<file path="src/rtl/join_multi_key.sv">
// join_multi_key: multi-key stream join. Loads a query set of up to DEPTH keys
// from the query stream, then probes a batch of keys from the meta stream
// against the whole set, producing one registered hit/miss result per probe.
//
// state    | meaning
// ---------+--------------------------------------------------------------
// ST_LOAD  | accepting query keys into slot[count] until a tlast beat
// ST_PROBE | accepting probes; one registered result per probe until last
module join_multi_key #(
   parameter int KEY_BITS = 64,
   parameter int DEPTH    = 16,
   parameter int ANTI     = 0,
   parameter int IDX_BITS = $clog2(DEPTH)
) (
   input  logic                aclk,
   input  logic                areset,
   input  logic                s_axis_tvalid,
   output logic                s_axis_tready,
   input  logic [KEY_BITS-1:0] s_axis_tdata,
   input  logic                s_axis_tlast,
   input  logic                s_meta_valid,
   output logic                s_meta_ready,
   input  logic [KEY_BITS-1:0] s_meta_key,
   input  logic                s_meta_last,
   output logic                m_meta_valid,
   input  logic                m_meta_ready,
   output logic                m_meta_hit,
   output logic [IDX_BITS-1:0] m_meta_idx,
   output logic                m_meta_last,
   output logic [31:0]         m_meta_cnt,
   output logic                overflow
);

   // count must hold 0..DEPTH inclusive, hence one bit wider than the index
   localparam int                CNT_BITS  = IDX_BITS + 1;
   localparam logic [CNT_BITS-1:0] DEPTH_CNT = CNT_BITS'(DEPTH);
   localparam logic              ANTI_BIT  = (ANTI != 0);

   typedef enum logic {
      ST_LOAD  = 1'b0,
      ST_PROBE = 1'b1
   } state_t;

   state_t                state_q, state_d;
   logic [CNT_BITS-1:0]   count_q, count_d;
   logic                  overflow_q, overflow_d;
   logic [31:0]           batch_cnt_q, batch_cnt_d;
   logic [KEY_BITS-1:0]   slot_q [DEPTH];
   logic [KEY_BITS-1:0]   slot_d [DEPTH];

   logic                  out_valid_q, out_valid_d;
   logic                  out_hit_q, out_hit_d;
   logic [IDX_BITS-1:0]   out_idx_q, out_idx_d;
   logic                  out_last_q, out_last_d;
   logic [31:0]           out_cnt_q, out_cnt_d;

   logic                  load_ready;
   logic                  probe_ready;
   logic                  load_fire;
   logic                  probe_fire;
   logic                  slot_we;
   logic                  probe_match;
   logic [IDX_BITS-1:0]   probe_idx;
   logic                  probe_hit;
   logic [31:0]           batch_cnt_next;

   // Handshake readies: LOAD takes keys, PROBE takes probes while the
   // one-deep result register is empty or being drained this cycle.
   assign load_ready  = (state_q == ST_LOAD);
   assign probe_ready = (state_q == ST_PROBE) && (!out_valid_q || m_meta_ready);
   assign load_fire   = load_ready && s_axis_tvalid;
   assign probe_fire  = probe_ready && s_meta_valid;

   assign s_axis_tready = load_ready;
   assign s_meta_ready  = probe_ready;

   // Associative compare of the probe against every occupied slot; the
   // downward scan leaves the lowest matching index in probe_idx.
   always_comb begin
      probe_match = 1'b0;
      probe_idx   = '0;
      for (int i = DEPTH - 1; i >= 0; i--) begin
         if ((CNT_BITS'(i) < count_q) && (slot_q[i] == s_meta_key)) begin
            probe_match = 1'b1;
            probe_idx   = IDX_BITS'(i);
         end
      end
   end

   // Join polarity and saturating per-batch hit count including this probe.
   always_comb begin
      probe_hit      = probe_match ^ ANTI_BIT;
      batch_cnt_next = batch_cnt_q;
      if (probe_hit && (batch_cnt_q != 32'hFFFF_FFFF)) begin
         batch_cnt_next = batch_cnt_q + 32'd1;
      end
   end

   // Next-state logic: key loading, overflow tracking, batch bookkeeping.
   always_comb begin
      state_d     = state_q;
      count_d     = count_q;
      overflow_d  = overflow_q;
      batch_cnt_d = batch_cnt_q;
      slot_we     = 1'b0;
      case (state_q)
         ST_LOAD: begin
            if (load_fire) begin
               // count is zero only on the first beat of a fresh query set
               if (count_q == '0) begin
                  overflow_d = 1'b0;
               end
               if (count_q < DEPTH_CNT) begin
                  slot_we = 1'b1;
                  count_d = count_q + 1'b1;
               end else begin
                  overflow_d = 1'b1;
               end
               if (s_axis_tlast) begin
                  state_d = ST_PROBE;
               end
            end
         end
         ST_PROBE: begin
            if (probe_fire) begin
               batch_cnt_d = batch_cnt_next;
               if (s_meta_last) begin
                  count_d     = '0;
                  batch_cnt_d = '0;
                  state_d     = ST_LOAD;
               end
            end
         end
         default: begin
            state_d = ST_LOAD;
         end
      endcase
   end

   // Slot array write; old contents beyond count are never consulted.
   always_comb begin
      slot_d = slot_q;
      if (slot_we) begin
         slot_d[count_q[IDX_BITS-1:0]] = s_axis_tdata;
      end
   end

   // One-deep result register: load on probe, hold while stalled.
   always_comb begin
      out_valid_d = out_valid_q;
      out_hit_d   = out_hit_q;
      out_idx_d   = out_idx_q;
      out_last_d  = out_last_q;
      out_cnt_d   = out_cnt_q;
      if (probe_fire) begin
         out_valid_d = 1'b1;
         out_hit_d   = probe_hit;
         out_idx_d   = probe_idx;
         out_last_d  = s_meta_last;
         out_cnt_d   = batch_cnt_next;
      end else if (m_meta_ready) begin
         out_valid_d = 1'b0;
      end
   end

   // Control and result registers with synchronous reset.
   always_ff @(posedge aclk) begin
      if (areset) begin
         state_q     <= ST_LOAD;
         count_q     <= '0;
         overflow_q  <= 1'b0;
         batch_cnt_q <= '0;
         out_valid_q <= 1'b0;
         out_hit_q   <= 1'b0;
         out_idx_q   <= '0;
         out_last_q  <= 1'b0;
         out_cnt_q   <= '0;
      end else begin
         state_q     <= state_d;
         count_q     <= count_d;
         overflow_q  <= overflow_d;
         batch_cnt_q <= batch_cnt_d;
         out_valid_q <= out_valid_d;
         out_hit_q   <= out_hit_d;
         out_idx_q   <= out_idx_d;
         out_last_q  <= out_last_d;
         out_cnt_q   <= out_cnt_d;
      end
   end

   // Key storage needs no reset: count gates every compare.
   always_ff @(posedge aclk) begin
      slot_q <= slot_d;
   end

   assign m_meta_valid = out_valid_q;
   assign m_meta_hit   = out_hit_q;
   assign m_meta_idx   = out_idx_q;
   assign m_meta_last  = out_last_q;
   assign m_meta_cnt   = out_cnt_q;
   assign overflow     = overflow_q;

endmodule
</file>
<file path="config.mk">
export PLATFORM = sky130hd
export DESIGN_NAME = join_multi_key
export DESIGN_NICKNAME = d
export VERILOG_FILES = /design/src/rtl/join_multi_key.sv
export SDC_FILE = /design/constraint.sdc
export NUM_CORES = 2
export LEC_CHECK = 0
export ABC_AREA = 1
export BUFFER_PORTS_ARGS = -buffer_cell sky130_fd_sc_hd__buf_2
export CORE_UTILIZATION = 40
export CTS_CLUSTER_DIAMETER = 40
export DETAILED_ROUTE_END_ITERATION = 16
export SLEW_MARGIN = 40
export SYNTH_ARGS = -nofsm -noshare
export SYNTH_HDL_FRONTEND = slang
export SYNTH_SLANG_ARGS = --single-unit
</file>
<file path="constraint.sdc">
create_clock -name aclk -period 4 [get_ports aclk]
set_input_delay 0.4 -clock aclk [delete_from_list [all_inputs] [get_ports aclk]]
set_output_delay 0.4 -clock aclk [all_outputs]
set_load 0.01 [all_outputs]
</file>
==> results.ini <==
[final_layout]
nFillCells = 12400
fin_cells = 8780
final_nets = 6919
area_delta_synth_final_pct = 33.09
design_area_mm2 = 0.07369
drive_gt1_frac = 0.2442

[yosys]
synth_top_area_frac = 0.5553
syn_area_mm2 = 0.05537
avgSynthCellArea_um2 = 9.979
yosysUniqueCellTypes = 53
syn_inst = 5549
yosys-top-cells-area = edfxtp_1, nand2_1, xnor2_1
synth_fp_nets = 5689
async_flop_share = 0
yosysWarnings = 0
synthFlopType = edfxtp_1
ys_seq_elements = 1102
ys_seq_area_frac = 0.5835
yosysTopAreaCell = edfxtp_1
synth_edf_count = 1024

[drt]
detail_route.first_pass.iterations = 6
viasPerCell = 5.898
via_count = 51790
dr.first_iter.drc_count = 9446
wl_per_cell_um = 41.02
ant_nets = 0
wl_mm = 360.1
drc_errors = 0

[global_routing]
grt_pass1_wl_mm = 457.4
antenna_found_initial = 51
overflow = 0
grt_start_max_net_pins = 65
grt_pass1_vias = 48690
grt_usage = 0.5062

[critical_path]
cp-start-kind = flip-flop
path_max_fanout = 8
end_kind = flip-flop
worst-setup-path-type = reg2reg
cp.arrival_ns = 4.62
r2r_slack_ns = 0.06
cp.required_ns = 4.68

[run_status]
status = finished, final reports clean

[power_and_ir_drop]
clkPwrFrac = 0.518
intPower_mw = 25.28
seqPwrFrac = 0.364
switching_share = 0.2810
cellPowerDensity_mw_per_mm2 = 477.0
total_leakage_power_nw = 29.46
ir_drop_v = 0.0004394
comb_power_share = 0.118
p_sw_mw = 9.879

[floorplanning]
initial_core_util = 0.4027
core-area_mm2 = 0.1375
dieHeight_um = 374.1
num_rows = 136
die_x_um = 374.1
die_area_mm2 = 0.1399
ioPinCount = 177

[sta]
fin_hold_ws_ns = 0.05543
rsz0062_at_grt = false
worst_pin_slew_ns = 1.031
final_max_slew_viol_count = 0
setup_viol = 0
finalCritPeriodShare = 0.9861
fmax_mhz = 253.5
hold_viol_final = 0
period_needed_ns = 3.944
max_slew_margin = 0.3124
fin_skew_ns = 0.03702

[clock_network]
numCtsBuffers = 200
clock-root-buffer = clkbuf_16
h-tree-depth = 4
cts.reportedPaths.clkPinSlew_ns = 0.06
clockBufferDepth = 3
cts_tree = built
clock-sinks = 1102
worst_skew_pair.late_latency_ns = 0.86

[placed_design]
hpwlAfterDp_mm = 278.3
gp_congestion = 1.127
dp_cells = 8365
port_buffers = 176
placed_area_mm2 = 0.06638

[worst_hold_path]
hold_path_class = in2reg

[run]
maxCapViolCount = 0

worst max-delay path: stages, from the launching register on:
cell      delay (ns)
dfxtp_1         0.35
buf_4           0.14
inv_1           0.05
nor2_1          0.09
buf_4           0.12
nand3_1         0.24
buf_4           0.27
nand3b_1        0.18
nor2_1          0.07
nand3_1         0.09
nor2_1          0.12
buf_4           0.16
nor2_1          0.45
nand2_1         0.11
nor2_1          0.23
nand3_4         0.26
nand4_2         0.20
inv_2           0.05
buf_4           0.14
or2_2           0.28
nand3_1         0.08
a21oi_1         0.10
cell usage in the layout, fill, tap and decap left out, types with 166 or more instances in the layout:
cell	count
nand3_1	219
xnor2_1	501
edfxtp_1	1024
nand4_1	239
inv_1	448
nand2_1	1485
buf_4	899
nor2_1	678
clkbuf_16	201
buf_2	166
area by class of cell:
cell class	instances	area (um^2)	area share
Antenna cell	29	72.57	0.0009847
Clock buffer	218	5114	0.06939
Clock inverter	162	2016	0.02735
Inverter	479	1799	0.02441
Multi-Input combinational cell	3807	20110	0.2729
Sequential cell	1102	32310	0.4384
Tap cell	1794	2245	0.03046
Timing Repair Buffer	1189	10030	0.1361
path summary, 6_finish.rpt:
kind,startpoint,end,cells after the start
worst max-delay path,count_q[3],m_meta_cnt[15],21
worst max register to register,count_q[3],m_meta_cnt[15],21
worst min register to register,m_meta_last,m_meta_last,2
worst min-delay path,s_axis_tdata[54],slot_q[950],1
per-layer routing:
metal / wire length (um) / vias up / track usage
li1: - / 20960 / -
met1: 124600 / 25070 / 0.5973
met2: 149400 / 4531 / 0.7292
met3: 43960 / 1222 / 0.1479
met4: 42060 / 12 / 0.4953
met5: 188 / - / 0
state kept, by name, summed over array words and instances (netlist names):
name and cells:
m_meta_valid 1, slot_q 1024, overflow 1, m_meta_cnt 32, count_q 5, state_q 1
batch_cnt_q 32, m_meta_last 1, m_meta_idx 4, m_meta_hit 1
cells in the mapped netlist, types with 2 or more instances:
master and count:
a211oi_1 4, a21oi_1 85, a21oi_2 2, and2_1 14, and3_1 14, buf_1 2, buf_2 20, buf_4 45
buf_6 74, clkbuf_1 20, clkinv_1 3, dfxtp_1 78, edfxtp_1 1024, ha_1 5, inv_1 448, inv_2 28
nand2_1 1486, nand2_2 3, nand2b_1 2, nand3_1 219, nand3_2 2, nand3b_1 44, nand4_1 239, nor2_1 698
nor2_2 5, nor2b_1 14, nor3_1 61, nor3b_1 13, nor4_1 15, o2111ai_1 3, o211ai_1 5, o21a_1 2
o21ai_0 60, o21ai_1 13, o21bai_1 4, o21bai_2 2, o22ai_1 2, or2_1 14, or2_2 68, xnor2_1 508
xnor2_2 23, xor2_1 167
stage by stage:
stage | total power [mW] | setup slack (ns) | utilization | setup TNS, ns
3_5_place_dp | 16.89 | -0.09293 | 0.4828 | -1.139
2_1_floorplan | 14.33 | 0.03382 | - | 0
3_3_place_gp | 16.88 | -0.1312 | 0.4815 | -1.579
6_report | 35.15 | 0.05575 | 0.5360 | 0
5_1_grt | 35.44 | 0.02706 | 0.5356 | 0
4_1_cts | 34.80 | 0.1344 | 0.5351 | 0
kinds of logic after synthesis:
kind of cell | share of synthesized area
compound gates | 0.01787
xor+xnor | 0.1135
flops | 0.5835
fa+ha+maj | 0.001130
buf+inv | 0.05692
simple gates | 0.2270
power groups by stage:
stage / registers, mW / clock network [mW] / logic, mW
2_1_floorplan: 13.0 / 0 / 1.30
3_3_place_gp: 13.0 / 0 / 3.86
3_5_place_dp: 13.0 / 0 / 3.86
4_1_cts: 12.8 / 18.1 / 3.88
5_1_grt: 12.8 / 18.6 / 4.03
6_report: 12.8 / 18.2 / 4.13
what timing repair did:
action	in CTS	in global routing
buffers inserted	0	0
hold buffers	6	0
resized for setup	0	3
hold endpoints to repair	12	0
setup endpoints to repair	0	54
Note: power is estimated with default switching activity, not from simulation.
